$ cat config.mk
export PLATFORM = sky130hd
export DESIGN_NAME = idct_block_scheduler_flat
export DESIGN_NICKNAME = d
export VERILOG_FILES = /design/src/rtl/idct_block_scheduler_pkg.sv /design/src/rtl/idct_block_scheduler_if.sv /design/src/rtl/idct_block_scheduler_block_coord_iter.sv /design/src/rtl/idct_block_scheduler.sv /design/src/flat_wrapper.sv
export SDC_FILE = /design/constraint.sdc
export NUM_CORES = 1
export LEC_CHECK = 0
export CORE_MARGIN = 3
export CORE_UTILIZATION = 45
export CTS_CLUSTER_DIAMETER = 200
export CTS_CLUSTER_SIZE = 14
export DETAILED_ROUTE_END_ITERATION = 16
export GPL_ROUTABILITY_DRIVEN = 0
export GPL_TIMING_DRIVEN = 0
export HOLD_SLACK_MARGIN = 0.05
export PLACE_DENSITY_LB_ADDON = 0.3
export REMOVE_ABC_BUFFERS = 1
export SYNTH_ARGS = -nofsm -noshare
export SYNTH_HDL_FRONTEND = slang
export SYNTH_SLANG_ARGS = --single-unit
$ cat constraint.sdc
create_clock -name CLOCK_50_I -period 4.2 [get_ports CLOCK_50_I]
set_input_delay 0.84 -clock CLOCK_50_I [delete_from_list [all_inputs] [get_ports CLOCK_50_I]]
set_output_delay 0.84 -clock CLOCK_50_I [all_outputs]
set_load 0.01 [all_outputs]
$ cat src/rtl/idct_block_scheduler_pkg.sv
// Shared types for the IDCT block scheduler: sequencer states, plane codes
// and the plane/row/col block coordinate.
package idct_block_scheduler_pkg;

  typedef enum logic [2:0] {
    IDLE,
    LI_FS,
    CT_LAUNCH,
    CT_WAIT,
    CS_LAUNCH,
    CS_WAIT,
    LO_WS,
    DONE
  } IDCT_SCHED_state_type;

  localparam logic [1:0] PLANE_Y = 2'd0;
  localparam logic [1:0] PLANE_U = 2'd1;
  localparam logic [1:0] PLANE_V = 2'd2;

  typedef struct packed {
    logic [1:0] plane;
    logic [4:0] row;
    logic [5:0] col;
  } block_coord_t;

endpackage

$ cat src/rtl/idct_block_scheduler_if.sv
// Handshake bundle between the scheduler (master) and the top-level FSM plus
// the fetch, multiplier and write-back units (slave).
interface idct_block_scheduler_if;

  logic       start;
  logic       done;
  logic       FS_start;
  logic       FS_done;
  logic [1:0] FS_plane;
  logic [4:0] FS_block_row;
  logic [5:0] FS_block_col;
  logic       MM_start;
  logic       MM_done;
  logic       T_S;
  logic       WS_start;
  logic       WS_done;
  logic [1:0] WS_plane;
  logic [4:0] WS_block_row;
  logic [5:0] WS_block_col;

  modport master (
    input  start, FS_done, MM_done, WS_done,
    output done, FS_start, FS_plane, FS_block_row, FS_block_col,
           MM_start, T_S, WS_start, WS_plane, WS_block_row, WS_block_col
  );

  modport slave (
    output start, FS_done, MM_done, WS_done,
    input  done, FS_start, FS_plane, FS_block_row, FS_block_col,
           MM_start, T_S, WS_start, WS_plane, WS_block_row, WS_block_col
  );

endinterface

$ cat src/rtl/idct_block_scheduler_block_coord_iter.sv
// Plane/row/col block iterator: Y plane row-major, then U, then V, with the
// UV planes using the narrower column count.
module block_coord_iter
  import idct_block_scheduler_pkg::*;
#(
  parameter int Y_COLS  = 40,
  parameter int UV_COLS = 20,
  parameter int ROWS    = 30
) (
  input  logic         clk,
  input  logic         rst,
  input  logic         i_clr,
  input  logic         i_inc,
  output block_coord_t o_coord
);

  block_coord_t r_coord;
  logic [5:0]   w_last_col;

  always_comb begin
    w_last_col = (r_coord.plane == PLANE_Y) ? 6'(Y_COLS - 1) : 6'(UV_COLS - 1);
  end

  // NOTE: every field update is non-blocking, so the wrap tests below all see
  // the coordinate as it stood before this edge.
  always_ff @(posedge clk) begin
    if (rst || i_clr) begin
      r_coord <= '0;
    end else if (i_inc) begin
      if (r_coord.col == w_last_col) begin
        r_coord.col <= '0;
        if (r_coord.row == 5'(ROWS - 1)) begin
          r_coord.row   <= '0;
          r_coord.plane <= r_coord.plane + 2'd1;
        end else begin
          r_coord.row <= r_coord.row + 5'd1;
        end
      end else begin
        r_coord.col <= r_coord.col + 6'd1;
      end
    end
  end

  assign o_coord = r_coord;

endmodule

$ cat src/rtl/idct_block_scheduler.sv
// IDCT block sequencer: per block launches fetch, T multiply, S multiply and
// write-back, overlapping WS(n-1) with CT(n) and FS(n+1) with CS(n).
module idct_block_scheduler
  import idct_block_scheduler_pkg::*;
#(
  parameter int Y_COLS  = 40,
  parameter int UV_COLS = 20,
  parameter int ROWS    = 30
) (
  input logic                     CLOCK_50_I,
  input logic                     Resetn,
  idct_block_scheduler_if.master  bus
);

  localparam int         N_BLOCKS = ROWS * (Y_COLS + 2 * UV_COLS);
  localparam logic [11:0] LAST_BLK = 12'(N_BLOCKS - 1);

  IDCT_SCHED_state_type r_state;
  logic [11:0]  r_cur;
  logic         r_pend_fs, r_pend_mm, r_pend_ws;
  logic         r_fs_d1, r_fs_d2, r_mm_d1, r_mm_d2, r_ws_d1, r_ws_d2;
  logic         r_done, r_fs_start, r_mm_start, r_t_s, r_ws_start;
  block_coord_t r_fs_coord, r_ws_coord;
  block_coord_t w_fetch, w_write;
  logic         w_fs_cpl, w_mm_cpl, w_ws_cpl, w_joined, w_iter_clr;

  // A completion is a registered rising edge on a unit that has a launch pending.
  assign w_fs_cpl   = r_fs_d1 & ~r_fs_d2 & r_pend_fs;
  assign w_mm_cpl   = r_mm_d1 & ~r_mm_d2 & r_pend_mm;
  assign w_ws_cpl   = r_ws_d1 & ~r_ws_d2 & r_pend_ws;
  assign w_joined   = ~(r_pend_fs | r_pend_mm | r_pend_ws);
  assign w_iter_clr = (r_state == DONE);

  block_coord_iter #(.Y_COLS(Y_COLS), .UV_COLS(UV_COLS), .ROWS(ROWS)) u_fetch_iter (
    .clk(CLOCK_50_I), .rst(Resetn), .i_clr(w_iter_clr), .i_inc(w_fs_cpl), .o_coord(w_fetch)
  );

  block_coord_iter #(.Y_COLS(Y_COLS), .UV_COLS(UV_COLS), .ROWS(ROWS)) u_write_iter (
    .clk(CLOCK_50_I), .rst(Resetn), .i_clr(w_iter_clr), .i_inc(w_ws_cpl), .o_coord(w_write)
  );

  always_ff @(posedge CLOCK_50_I) begin
    if (Resetn) begin
      r_state    <= IDLE;
      r_cur      <= '0;
      r_pend_fs  <= 1'b0;
      r_pend_mm  <= 1'b0;
      r_pend_ws  <= 1'b0;
      r_fs_d1    <= 1'b0;
      r_fs_d2    <= 1'b0;
      r_mm_d1    <= 1'b0;
      r_mm_d2    <= 1'b0;
      r_ws_d1    <= 1'b0;
      r_ws_d2    <= 1'b0;
      r_done     <= 1'b0;
      r_fs_start <= 1'b0;
      r_mm_start <= 1'b0;
      r_t_s      <= 1'b0;
      r_ws_start <= 1'b0;
      r_fs_coord <= '0;
      r_ws_coord <= '0;
    end else begin
      r_fs_d1    <= bus.FS_done;
      r_fs_d2    <= r_fs_d1;
      r_mm_d1    <= bus.MM_done;
      r_mm_d2    <= r_mm_d1;
      r_ws_d1    <= bus.WS_done;
      r_ws_d2    <= r_ws_d1;
      r_done     <= 1'b0;
      r_fs_start <= 1'b0;
      r_mm_start <= 1'b0;
      r_ws_start <= 1'b0;
      if (w_fs_cpl) r_pend_fs <= 1'b0;
      if (w_mm_cpl) r_pend_mm <= 1'b0;
      if (w_ws_cpl) r_pend_ws <= 1'b0;

      case (r_state)
        IDLE: if (bus.start) begin
          r_fs_start <= 1'b1;
          r_fs_coord <= w_fetch;
          r_pend_fs  <= 1'b1;
          r_state    <= LI_FS;
        end
        LI_FS: if (!r_pend_fs) r_state <= CT_LAUNCH;
        CT_LAUNCH: begin
          r_t_s      <= 1'b0;
          r_mm_start <= 1'b1;
          r_pend_mm  <= 1'b1;
          if (r_cur != '0) begin
            r_ws_start <= 1'b1;
            r_ws_coord <= w_write;
            r_pend_ws  <= 1'b1;
          end
          r_state <= CT_WAIT;
        end
        CT_WAIT: if (w_joined) r_state <= CS_LAUNCH;
        CS_LAUNCH: begin
          r_t_s      <= 1'b1;
          r_mm_start <= 1'b1;
          r_pend_mm  <= 1'b1;
          if (r_cur != LAST_BLK) begin
            r_fs_start <= 1'b1;
            r_fs_coord <= w_fetch;
            r_pend_fs  <= 1'b1;
          end
          r_state <= CS_WAIT;
        end
        CS_WAIT: if (w_joined) begin
          if (r_cur == LAST_BLK) begin
            r_ws_start <= 1'b1;
            r_ws_coord <= w_write;
            r_pend_ws  <= 1'b1;
            r_state    <= LO_WS;
          end else begin
            r_cur   <= r_cur + 12'd1;
            r_state <= CT_LAUNCH;
          end
        end
        LO_WS: if (!r_pend_ws) r_state <= DONE;
        DONE: begin
          r_done  <= 1'b1;
          r_cur   <= '0;
          r_state <= IDLE;
        end
        default: r_state <= IDLE;
      endcase
    end
  end

  assign bus.done         = r_done;
  assign bus.FS_start     = r_fs_start;
  assign bus.FS_plane     = r_fs_coord.plane;
  assign bus.FS_block_row = r_fs_coord.row;
  assign bus.FS_block_col = r_fs_coord.col;
  assign bus.MM_start     = r_mm_start;
  assign bus.T_S          = r_t_s;
  assign bus.WS_start     = r_ws_start;
  assign bus.WS_plane     = r_ws_coord.plane;
  assign bus.WS_block_row = r_ws_coord.row;
  assign bus.WS_block_col = r_ws_coord.col;

endmodule
$ cat src/flat_wrapper.sv
// flat-port wrapper written by rule: the top's interface ports become plain ports
module idct_block_scheduler_flat import idct_block_scheduler_pkg::*;
#(
  parameter int Y_COLS  = 40,
  parameter int UV_COLS = 20,
  parameter int ROWS    = 30
)
  (CLOCK_50_I, Resetn, bus_start, bus_FS_done, bus_MM_done, bus_WS_done, bus_done, bus_FS_start, bus_FS_plane, bus_FS_block_row, bus_FS_block_col, bus_MM_start, bus_T_S, bus_WS_start, bus_WS_plane, bus_WS_block_row, bus_WS_block_col);
  idct_block_scheduler_if bus_i ();
  input logic CLOCK_50_I;
  input logic Resetn;
  input wire logic [$bits(bus_i.start)-1:0] bus_start;
  input wire logic [$bits(bus_i.FS_done)-1:0] bus_FS_done;
  input wire logic [$bits(bus_i.MM_done)-1:0] bus_MM_done;
  input wire logic [$bits(bus_i.WS_done)-1:0] bus_WS_done;
  output wire logic [$bits(bus_i.done)-1:0] bus_done;
  output wire logic [$bits(bus_i.FS_start)-1:0] bus_FS_start;
  output wire logic [$bits(bus_i.FS_plane)-1:0] bus_FS_plane;
  output wire logic [$bits(bus_i.FS_block_row)-1:0] bus_FS_block_row;
  output wire logic [$bits(bus_i.FS_block_col)-1:0] bus_FS_block_col;
  output wire logic [$bits(bus_i.MM_start)-1:0] bus_MM_start;
  output wire logic [$bits(bus_i.T_S)-1:0] bus_T_S;
  output wire logic [$bits(bus_i.WS_start)-1:0] bus_WS_start;
  output wire logic [$bits(bus_i.WS_plane)-1:0] bus_WS_plane;
  output wire logic [$bits(bus_i.WS_block_row)-1:0] bus_WS_block_row;
  output wire logic [$bits(bus_i.WS_block_col)-1:0] bus_WS_block_col;
  assign bus_i.start = bus_start;
  assign bus_i.FS_done = bus_FS_done;
  assign bus_i.MM_done = bus_MM_done;
  assign bus_i.WS_done = bus_WS_done;
  assign bus_done = bus_i.done;
  assign bus_FS_start = bus_i.FS_start;
  assign bus_FS_plane = bus_i.FS_plane;
  assign bus_FS_block_row = bus_i.FS_block_row;
  assign bus_FS_block_col = bus_i.FS_block_col;
  assign bus_MM_start = bus_i.MM_start;
  assign bus_T_S = bus_i.T_S;
  assign bus_WS_start = bus_i.WS_start;
  assign bus_WS_plane = bus_i.WS_plane;
  assign bus_WS_block_row = bus_i.WS_block_row;
  assign bus_WS_block_col = bus_i.WS_block_col;
  idct_block_scheduler #(.Y_COLS(Y_COLS), .UV_COLS(UV_COLS), .ROWS(ROWS)) u_core (.CLOCK_50_I(CLOCK_50_I), .Resetn(Resetn), .bus(bus_i));
endmodule
### Yosys cells after proc, flatten, opt, wreduce, memory -nomap -nowiden

Cells that the tools add are included.

| cells by class | value |
|---|---|
| add/subtract/negate cells | 7 |
| multipliers | 0 |
| div/mod/pow operators | 0 |
| $lt $le $gt $ge | 0 |
| equal/unequal tests | 22 |
| shift operators | 0 |
| multiplexer cells | 44 |
| bitwise gates (word level) | 11 |
| reduce and logical (&&, ||, !) cells | 19 |

Operators by type and width:

| operator | count |
|---|---|
| two-way mux 13 bit | 5 |
| case mux 13 bit (2 select lines) | 2 |
| two-way mux 12 bit | 2 |
| two-way mux 6 bit | 4 |
| case mux 12 bit (2 select lines) | 1 |
| case mux 3 bit (8 select lines) | 1 |
| two-way mux 3 bit | 6 |
| two-way mux 1 bit | 16 |
| adder 12 x 1 -> 12 bit (second input constant) | 1 |
| adder 6 x 1 -> 6 bit (second input constant) | 2 |
| equality test 12 bit (second input constant) | 1 |
| equality test 3 bit (second input constant) | 4 |
| equality test 6 bit | 2 |
| inequality test 12 bit (second input constant) | 1 |
| inequality test 2 bit (second input constant) | 6 |
| AND reduction 3 bit | 4 |
| nonzero test 12 bit | 1 |
| adder 5 x 1 -> 5 bit (second input constant) | 2 |
| equality test 5 bit (second input constant) | 2 |
| two-way mux 5 bit | 2 |
| case mux 1 bit (2 select lines) | 5 |
| nonzero test 2 bit | 5 |
| AND 1 bit | 6 |
| equality test 3 x 2 -> 1 bit (second input constant) | 2 |
| 12 further kinds | 20 |

| word-level totals | value |
|---|---|
| bits in registers | 81 |
| bits in latches | 0 |
| bits in writable memories | 0 |
| bits in read-only memories | 0 |
| bits of input ports | 6 |
| memories kept | 0 |

### Logic depth before layout (Yosys ltp)

Gate-level depths: netlist of run 1.

| logic depth | value |
|---|---|
| depth in word-level cells | 7 |
| mapped depth | 7 |
| gate-level depth less buffers | 6 |

### Cells and area by module

Synthesis of run 1 repeated with hierarchy kept, for this count alone.

| unflattened totals | value |
|---|---|
| cell total of the unflattened synthesis | 430 |
| area, all modules | 3,834.9 um2 |

Modules (own cells, without submodules):

| module | instances | cells each | area each (um2) |
|---|---|---|---|
| idct_block_scheduler | 1 | 272 | 2,398.6 |
| block_coord_iter | 2 | 79 | 718.2 |

### Worst setup path after synthesis of run 1

OpenSTA, ideal clock, no wires.

| timing | value |
|---|---|
| path kind | register to register |
| start point | reg u_core.u_write_iter.r_coord (netlist bit u_core.u_write_iter.o_coord[11]) |
| end point | reg u_core.u_write_iter.r_coord (netlist bit u_core.u_write_iter.o_coord[6]) |
| setup time | 0.071 ns |
| data arrival time | 1.886 ns |
| setup slack | 2.244 ns |
| stages on the path, launching flop included | 7 |
| path buffers | 0 |
| period minus slack after synthesis | 1.956 ns |
| path through | dfxtp_1 -> inv_1 -> ha_1 -> or4b_4 -> a211o_1 -> or3_1 -> a21oi_1 |

| between the ends | value |
|---|---|
| word-level cells in the longest chain between the ends | 4 |

RTL lines:

| item | line | source |
|---|---|---|
| start: declaration | idct_block_scheduler_block_coord_iter.sv:17 | `block_coord_t r_coord;` |
| logical NOT 2 bit | idct_block_scheduler_block_coord_iter.sv:21 | `w_last_col = (r_coord.plane == PLANE_Y) ? 6'(Y_COLS - 1) : 6'(UV_COLS - 1);` |
| two-way mux 6 bit | idct_block_scheduler_block_coord_iter.sv:21 |  |
| equality test 6 bit | idct_block_scheduler_block_coord_iter.sv:30 | `if (r_coord.col == w_last_col) begin` |
| AND reduction 2 bit (no line) | n/a |  |

Every way passes these cells.
A chain may end at the register's enable or synchronous reset.

==> results of run 1 <==
-- stage by stage --
stage	util (%)	setup WS, ns	total power, mW	hold WS (ns)
6_report	55.19	0.6357	1.528	0.4581
5_1_grt	55.19	0.3321	1.591	0.4869
4_1_cts	55.19	0.6291	1.541	0.4624
3_5_place_dp	52.33	0.2505	0.9036	0.4509
3_3_place_gp	52.33	0.2835	0.9016	0.4477
2_1_floorplan	-	2.229	0.8667	0.4348
-- layout by cell type (no fill, tap or decap), types with 3 or more instances in the layout --
cell type / Yosys / layout
a211oi_1: 3 / 3
a21oi_1: 34 / 34
a31oi_1: 5 / 5
a41oi_1: 3 / 3
and4_1: 5 / 5
clkbuf_8: 0 / 9
clkdlybuf4s50_1: 0 / 36
dfxtp_1: 81 / 81
ha_1: 10 / 10
inv_1: 15 / 15
inv_6: 0 / 3
mux2i_1: 19 / 19
nand2_1: 42 / 42
nand2b_1: 4 / 4
nand3_1: 25 / 25
nand4_1: 10 / 10
nand4b_1: 4 / 4
nor2_1: 33 / 33
nor2b_1: 5 / 5
nor3_1: 12 / 12
o21a_1: 4 / 4
o21ai_0: 25 / 25
o31ai_1: 7 / 7
or3_1: 4 / 4
or4_1: 7 / 7
xnor2_1: 12 / 12
xor2_1: 4 / 4
-- final cells by class --
type | count | area, sq um | area share (%)
clock buffer | 9 | 123.9 | 2.846
sequential | 81 | 1622 | 37.25
multi-input combinational | 306 | 1958 | 44.98
timing repair buffer | 36 | 360.3 | 8.278
inverter | 16 | 60.06 | 1.380
clock inverter | 7 | 101.3 | 2.328
tap | 102 | 127.6 | 2.932
-- cells in the mapped netlist, drive strengths merged, types with 5 or more instances --
cell    count  area (sq um)
or4         8         63.81
nor2       33         123.9
dfxtp      81          1622
mux2i      19         190.2
nand4      10         62.56
a31oi       5         31.28
xnor2      12         105.1
nor3       13         70.07
ha         10         125.1
nor2b       5         31.28
o31ai       7         52.55
nand2      42         157.7
inv        16         60.05
nand3      25         125.1
o21ai      26         130.1
clkbuf     18         67.56
a21oi      34         170.2
and4        5         43.79
-- layer usage --
layer,vias up,share of wire (%),global-route usage [%]
li1,1585,-,-
met4,0,0.89,5.832
met5,-,0,0
met1,1491,48,22.67
met3,6,3.2,3.230
met2,59,48,27.55
-- power groups by stage --
stage	Combinational (mW)	Clock, mW	Sequential [mW]
5_1_grt	0.0991	0.689	0.802
3_3_place_gp	0.0856	0	0.816
4_1_cts	0.0875	0.655	0.798
3_5_place_dp	0.0872	0	0.816
2_1_floorplan	0.0548	0	0.812
6_report	0.0879	0.641	0.799
-- worst max-delay path by stage --
stage                                from         endpoint  slack [ns]  cells after the start
after CTS                          Resetn  u_core.r_cur[4]        0.63                      5
after floorplan           u_core.r_cur[5]  u_core.r_cur[7]        2.23                      4
after detailed placement           Resetn  u_core.r_cur[4]        0.25                      5
after global placement             Resetn  u_core.r_cur[4]        0.28                      5
final                              Resetn  u_core.r_cur[4]        0.64                      5
after global routing               Resetn  u_core.r_cur[4]        0.33                      5
-- cells by family after synthesis --
group	Yosys count	share of synthesized area (%)
AO/OA/AOI/OAI	95	16.70
XOR/XNOR	16	3.754
adder cells (fa/ha/maj)	10	3.352
buffers and inverters	38	4.089
flip-flops	81	43.45
multiplexers	19	5.095
AND/OR/NAND/NOR	166	23.57
-- sequential cells by signal (all words and copies together) (netlist names), 2 cells and up --
signal / cells
u_core.u_fetch_iter.o_coord: 13
u_core.r_state: 3
u_core.bus.WS_block_col: 6
u_core.bus.FS_block_col: 6
u_core.bus.WS_block_row: 5
u_core.bus.WS_plane: 2
u_core.r_cur: 12
u_core.bus.FS_block_row: 5
u_core.bus.FS_plane: 2
u_core.u_write_iter.o_coord: 13
-- worst max-delay path, delay by kind of cell --
| kind | cells | cell delay [ns] |
|---|---|---|
| simple gates | 1 | 0.25 |
| mux | 1 | 0.06 |
| compound gates | 1 | 0.81 |
| buf+inv | 2 | 1.83 |
==> run metrics, run 1 <==
fin. max-slew vios 0; sw frac 24.76%; Detail Route Antenna Nets 0; skew final 0.01126 ns; ys async rst share 0%; DIE HEIGHT 97.07 um; Routed WL 7865 um; post-CTS setup buffer count 0; HP Start u_core.bus.WS_block_col[5]; first-pass detailed-route iteration total 5; Via Count around 3,100; core area 0.007888 sq mm; P_leak 1.490 nW; prevailing post-synth register cell dfxtp_1; minimum clock period between 3 and 4 ns; worst slew pin tran about 1.3 ns; vias per std cell 5.639; syn avg cell area roughly 8.8 sq um; # hold bufs at CTS 0; Layout Cells excl Fill 557; unrepaired setup endpoints after global routing no; Cell Int Power 1.150 mW; CP Launch Type input pin; Gate power share 5.8%; H-tree depth 3; Cells after Synth 425; Distinct cells, synth 51; cts bufs inserted 9; worst r2r src u_core.r_state[1]; sequential share of the synthesized area 43.45%; Inserted Diodes 0; Die ar. 0.009423 sq mm; first-pass GRT wire length approximately 14,000 um; Pwr per Cell Area 351.0 mW/mm^2; worst min path class reg -> reg; synthesized cell area 0.003732 sq mm; GRT Util Overall between 10% and 20%; Row Count 32; crit-path cells clkdlybuf4s50_1 > inv_2 > o21ai_1 > or2_2 > mux2i_1; clock power share 42.0%; CP arrival 3.80 ns; Resized Gates After CTS 0; Die W 97.07 um; cell area after layout 0.004353 sq mm; drt wl/cell 14.12 um; r2r setup slk 1.70 ns; hpwl dp ~5400 um; Area Overhead vs Synth 16.63%; fmax about 280 MHz; FILL cells 700; Slew HR 15.04%; Max FO, Critical Path 34; CTS tree yes; critical path data required time approximately 4.4 ns; Setup CP Type in -> reg; Setup TNS Final 0 ns; # IOs 37; worst ir drop on vdd roughly 0.14 mV; initial core utilization ~47%; R2R depth 4; #FFs+latches synth 81; initial antenna violation count 0; Critical R2R Capture u_core.r_cur[4]; P_sw 0.3783 mW; layout cells sized above 1 6.593%; run status finished clean; number of synthesized flops with an enable pin 0; number of global-route vias before repair 3,008; Hold Path End u_core.bus.WS_block_col[5]; Ys Warns 0; Root Buffer clkbuf_8; DP Area approximately 0.0041 sq mm; total congestion overflow 0; Critical-path top delay cell clkdlybuf4s50_1; Crit. End Element flop; Clk pin slew, worst setup/hold paths 0.09 ns; WHS Path Cells 2; layout net count about 470; MaxCap Viol Count 0; final hold violation count 0; clock sinks between 80 and 90; biggest cell delay along the critical path 1.32 ns; Seq pwr share 52.3%; Placed Instances 541; clk buf depth 2; pin count of the biggest net entering global routing 35; clk_lat worst skew about 0.35 ns; drt drc 0; Final period util 84.87%; initial drt markers 180; Port Buffers 36; Final setup viols 0
(Power assumes the default switching activity.)
==> inputs of run 2 (changes only) <==
Clock period 4.2 ns to 3.3 ns, I/O delays scaled along.
==> run 2 against run 1 <==
Net effect:
- sequential power increased by 28%
- total power increased by 27%
- via count fell by 0.22%
- combinational power rose by 27%
- setup slack hardly changed
- sequential cell count did not move
- sequential share of layout area hardly changed
- non-clock buffer count is the same
- highest routed layer unchanged
==> run metrics, run 2 (same netlist as run 1, synthesis figures left out) <==
run status finished clean; Crit. End Element flop; Die ar. 0.009423 sq mm (unchanged); fin. max-slew vios 0 (unchanged); worst min path class reg -> reg; CTS tree yes; Die W 97.07 um (unchanged); pre-CTS setup slack -0.4695 ns (-0.7200 ns); Multi-input gate area 0.001958 sq mm (unchanged); pin count of the biggest net entering global routing 35 (unchanged); total congestion overflow 0 (unchanged); Row Count 32 (unchanged); Inserted Diodes 0 (unchanged); drt wl/cell 14.17 um (+0.38%); GRT Util Overall 16.98% (unchanged); clk_lat worst skew 0.35 ns (about the same); layout net count 466 (unchanged); Detail Route Antenna Nets 0 (unchanged); # hold bufs at CTS 0 (unchanged); skew final 0.01041 ns (-0.0008494 ns); fmax 375.3 MHz; clock sinks 81 (unchanged); worst ir drop on vdd 0.1758 mV (+27%); Final setup viols 0 (unchanged); # IOs 37 (unchanged); worst slew pin tran 1.206 ns (-0.06431 ns); Clk pin slew, worst setup/hold paths 0.09 ns (about the same); first-pass GRT wire length 13,680 um (unchanged); Setup TNS Final 0 ns (unchanged); first-pass detailed-route iteration total 4 (-1); vias per std cell 5.627 (-0.22%); commonest non-fill, non-tap cell in the layout dfxtp_1; layout cells sized above 1 6.813% (+0.22 points); Routed WL 7895 um (+0.38%); Setup CP Type in -> reg; FILL cells 702 (+0.29%); unrepaired setup endpoints after global routing no; CP arrival 2.90 ns (-0.90 ns); initial core utilization 47.32% (unchanged); initial drt markers 180 (unchanged); Max FO, Critical Path 34 (unchanged); Via Count 3,134 (-0.22%); Root Buffer clkbuf_8; hpwl dp 5395 um (unchanged); Area Overhead vs Synth 16.53% (about the same); critical path data required time 3.54 ns (-0.90 ns); Slew HR 18.75% (+3.7 points); P_leak 1.489 nW (about the same); number of global-route vias before repair 3,008 (unchanged); Port Buffers 36 (unchanged); drt drc 0 (unchanged); cts bufs inserted 9 (unchanged); core area 0.007888 sq mm (unchanged); CP Launch Type input pin; minimum clock period roughly 2.7 ns; setup ws final 0.6352 ns (-0.0004220 ns); MaxCap Viol Count 0 (unchanged); Pwr per Cell Area 446.9 mW/mm^2 (+27%); commonest cells after routing, fill and taps aside dfxtp_1, nand2_1, clkdlybuf4s50_1, a21oi_1, nor2_1; post-CTS setup buffer count 0 (unchanged); final hold violation count 0 (unchanged); Final period util 80.75%; DIE HEIGHT 97.07 um (unchanged); H-tree depth 3 (unchanged); Sequential Area 0.001622 sq mm (unchanged); clk buf depth 2 (unchanged); initial antenna violation count 0 (unchanged)
[run 2: layer usage]
layer	vias to the layer above	GRT usage [%]	wire length, um	part of all wire [%]
met5	-	0	0	0
met4	0	5.832	86	1.1
met3	8	3.230	292	3.7
met2	60	27.55	3728	47
met1	1479	22.67	3787	48
li1	1587	-	-	-
[run 2: final cells by class]
class	instances	area share, %
Tap cell	102	2.934
Timing Repair Buffer	36	8.170
Inverter	16	1.410
Clock inverter	7	2.330
Multi-Input combinational cell	306	45.02
Sequential cell	81	37.28
Clock buffer	9	2.848
[run 2: where the power goes]
| group | leakage (nW) | switching (mW) | internal [mW] | total, mW |
|---|---|---|---|---|
| clock | 0.107 | 0.381 | 0.434 | 0.815 |
| sequential | 0.655 | 0.0251 | 0.991 | 1.02 |
| combinational | 0.728 | 0.0748 | 0.0367 | 0.112 |
| total | 1.49 | 0.481 | 1.46 | 1.94 |
[run 2: worst paths after layout]
kind / startpoint / endpoint / slack, ns / cells past startpoint
min: u_core.bus.WS_block_col[5] / u_core.bus.WS_block_col[5] / 0.46 / 2
max reg2reg: u_core.r_state[1] / u_core.r_cur[4] / 0.80 / 4
min reg2reg: u_core.bus.WS_block_col[5] / u_core.bus.WS_block_col[5] / 0.46 / 2
max: Resetn / u_core.r_cur[4] / 0.64 / 5
[run 2: through the flow]
| stage | cells | hold slack, ns | util (%) | instance area (sq um) | total power [mW] |
|---|---|---|---|---|---|
| after floorplan | 403 | 0.4348 | - | 3640 | 1.103 |
| after global placement | 541 | 0.4477 | 52.33 | 4128 | 1.148 |
| after detailed placement | 541 | 0.4509 | 52.33 | 4128 | 1.150 |
| after CTS | 557 | 0.4624 | 55.17 | 4352 | 1.961 |
| after global routing | 557 | 0.4869 | 55.14 | 4349 | 2.024 |
| final | 557 | 0.4581 | 55.14 | 4349 | 1.943 |
[run 2: what timing repair did]
| action | in CTS | in global routing |
|---|---|---|
| endpoints found under the setup margin | 1 | 2 |
| hold endpoints to repair | 0 | 0 |
| gates cloned | 0 | 0 |
| resized for setup | 1 | 3 |
[run 2: critical path, stage by stage]
cell and delay [ns]:
clkbuf_2 0.56, clkinv_2 0.55, o21ai_1 0.81, or2_2 0.25
mux2i_1 0.06
==> inputs of run 3 (changes only) <==
Clock period 3.3 ns to 2.4 ns, I/O delays scaled along.
==> run 3 against run 2 <==
Net effect:
- global-route usage did not move
- cell count is the same
- first-iteration DRC count decreased by 10%
- clock-buffer cell count stayed put
- via count is 0.77% higher
- clock power increased by 39%
- wire length is 0.56% higher
- register-to-register slack worse by 0.67 ns
==> run metrics, run 3 (same netlist as run 1, synthesis figures left out) <==
Hold Path End u_core.bus.WS_block_col[5]; R2R depth 4 (unchanged); initial core utilization 47.32% (unchanged); pin count of the biggest net entering global routing 35 (unchanged); setup ws final 0.1305 ns (-0.5048 ns); Setup TNS Final 0 ns (unchanged); drt drc 0 (unchanged); Via Count 3,158 (+0.77%); clock sinks 81 (unchanged); Port Buffers 36 (unchanged); H-tree depth 3 (unchanged); number of global-route vias before repair 3,008 (unchanged); DP Area 0.004128 sq mm (unchanged); core area 0.007888 sq mm (unchanged); r2r setup slk 0.13 ns (-0.67 ns); total congestion overflow 0 (unchanged); WHS Path Cells 2 (unchanged); Multi-input gate area 0.001962 sq mm (+0.19%); cts bufs inserted 9 (unchanged); initial drt markers 162 (-10%); Critical R2R Capture u_core.r_cur[7]; Inserted Diodes 0 (unchanged); Final period util 94.56%; DIE HEIGHT 97.07 um (unchanged); initial antenna violation count 0 (unchanged); cell area after layout 0.004360 sq mm (+0.26%); FILL cells 700 (-0.28%); CP arrival 2.47 ns (-0.43 ns); GRT Util Overall 16.98% (unchanged); minimum clock period 2.270 ns; Detail Route Antenna Nets 0 (unchanged); # IOs 37 (unchanged); Max FO, Critical Path 14 (-59%); Slew HR 18.57% (-0.18 points); worst slew pin tran 1.209 ns (+0.002601 ns); first-pass detailed-route iteration total 4 (unchanged); Row Count 32 (unchanged); first-pass GRT wire length 13,680 um (unchanged); critical path data required time 2.60 ns (-0.94 ns); P_leak 1.492 nW (+0.17%); Clk pin slew, worst setup/hold paths 0.09 ns (about the same); worst min path class reg -> reg; Area Overhead vs Synth 16.83%; run status finished clean; CP Launch Type flop; worst ir drop on vdd 0.2417 mV (+38%); Crit. End Element flop; final hold violation count 0 (unchanged); drt wl/cell 14.25 um (+0.56%); commonest cells after routing, fill and taps aside dfxtp_1, nand2_1, clkdlybuf4s50_1, a21oi_1, nor2_1; CTS tree yes; worst r2r src u_core.r_cur[5]; clk buf depth 2 (unchanged); post-CTS setup buffer count 0 (unchanged); pre-CTS setup slack -1.190 ns (-0.7200 ns); fin. max-slew vios 0 (unchanged); unrepaired setup endpoints after global routing no; commonest non-fill, non-tap cell in the layout dfxtp_1; Setup CP Type reg -> reg; fmax 440.6 MHz; Pwr per Cell Area 614.4 mW/mm^2 (+37%); worst setup path start u_core.r_cur[5]; Die ar. 0.009423 sq mm (unchanged); skew final 0.01074 ns (+0.0003282 ns); clk_lat worst skew 0.35 ns (about the same); HP Start u_core.bus.WS_block_col[5]; Routed WL 7939 um (+0.56%); vias per std cell 5.670 (+0.77%); layout net count 466 (unchanged); MaxCap Viol Count 0 (unchanged); Die W 97.07 um (unchanged); Final setup viols 0 (unchanged); Sequential Area 0.001622 sq mm (unchanged); Root Buffer clkbuf_8; hpwl dp 5395 um (unchanged); layout cells sized above 1 7.033% (+0.22 points)
## run 3: changes by cell type in the layout (fill, tap and decap cells not counted)
cell	previous run	this run
clkbuf_2	1	0
clkinv_2	1	0
o21ai_2	0	1
inv_4	0	1
o21ai_1	1	0
clkdlybuf4s15_2	0	1
## run 3: layer usage
layer | track usage (%) | up-vias | wire length, um
met2 | 27.55 | 67 | 3707
met1 | 22.67 | 1493 | 3854
met4 | 5.832 | 0 | 87
met3 | 3.230 | 10 | 289
li1 | - | 1588 | -
met5 | 0 | - | 0
## run 3: worst max-delay path by stage
stage                             endpoint  slack, ns  cells after the start
after floorplan            u_core.r_cur[7]       0.43                      4
after global placement     u_core.r_cur[4]      -1.16                      5
after detailed placement   u_core.r_cur[4]      -1.19                      5
after CTS                  u_core.r_cur[7]       0.13                      4
after global routing      u_core.r_pend_fs     0.0005                      4
final                      u_core.r_cur[7]       0.13                      4
## run 3: repair_timing
action                                  CTS  global route
hold endpoints to repair                  0             0
gates resized for setup                   5             0
hold buffers                              0             0
endpoints found under the setup margin   44             2
pin swaps                                 0             1
## run 3: area by class of cell
cell class / instances / share of cell area, %
clock buffer: 9 / 2.841
tap: 102 / 2.927
sequential: 81 / 37.19
clock inverter: 7 / 2.324
timing repair buffer: 36 / 8.293
multi-input combinational: 306 / 44.99
inverter: 16 / 1.435
## run 3: worst max-delay path, cell delays in order, from the launching register on
cell and delay [ns]:
dfxtp_1 0.37, or4_4 0.57, nor4_2 0.88, or4_1 0.23, a21oi_1 0.07
## run 3: metrics by stage
step                      cells  hold slack (ns)  util [%]  total power, mW
after floorplan             403           0.4348         -            1.517
after global placement      541           0.4477     52.33            1.578
after detailed placement    541           0.4509     52.33            1.581
after CTS                   557           0.4624     55.28            2.698
after global routing        557           0.4869     55.28            2.785
final                       557           0.4581     55.28            2.679
## run 3: power by group
part / switching (mW) / internal [mW]
Sequential: 0.0346 / 1.36
Combinational: 0.104 / 0.0515
Clock: 0.529 / 0.597
Total: 0.667 / 2.01
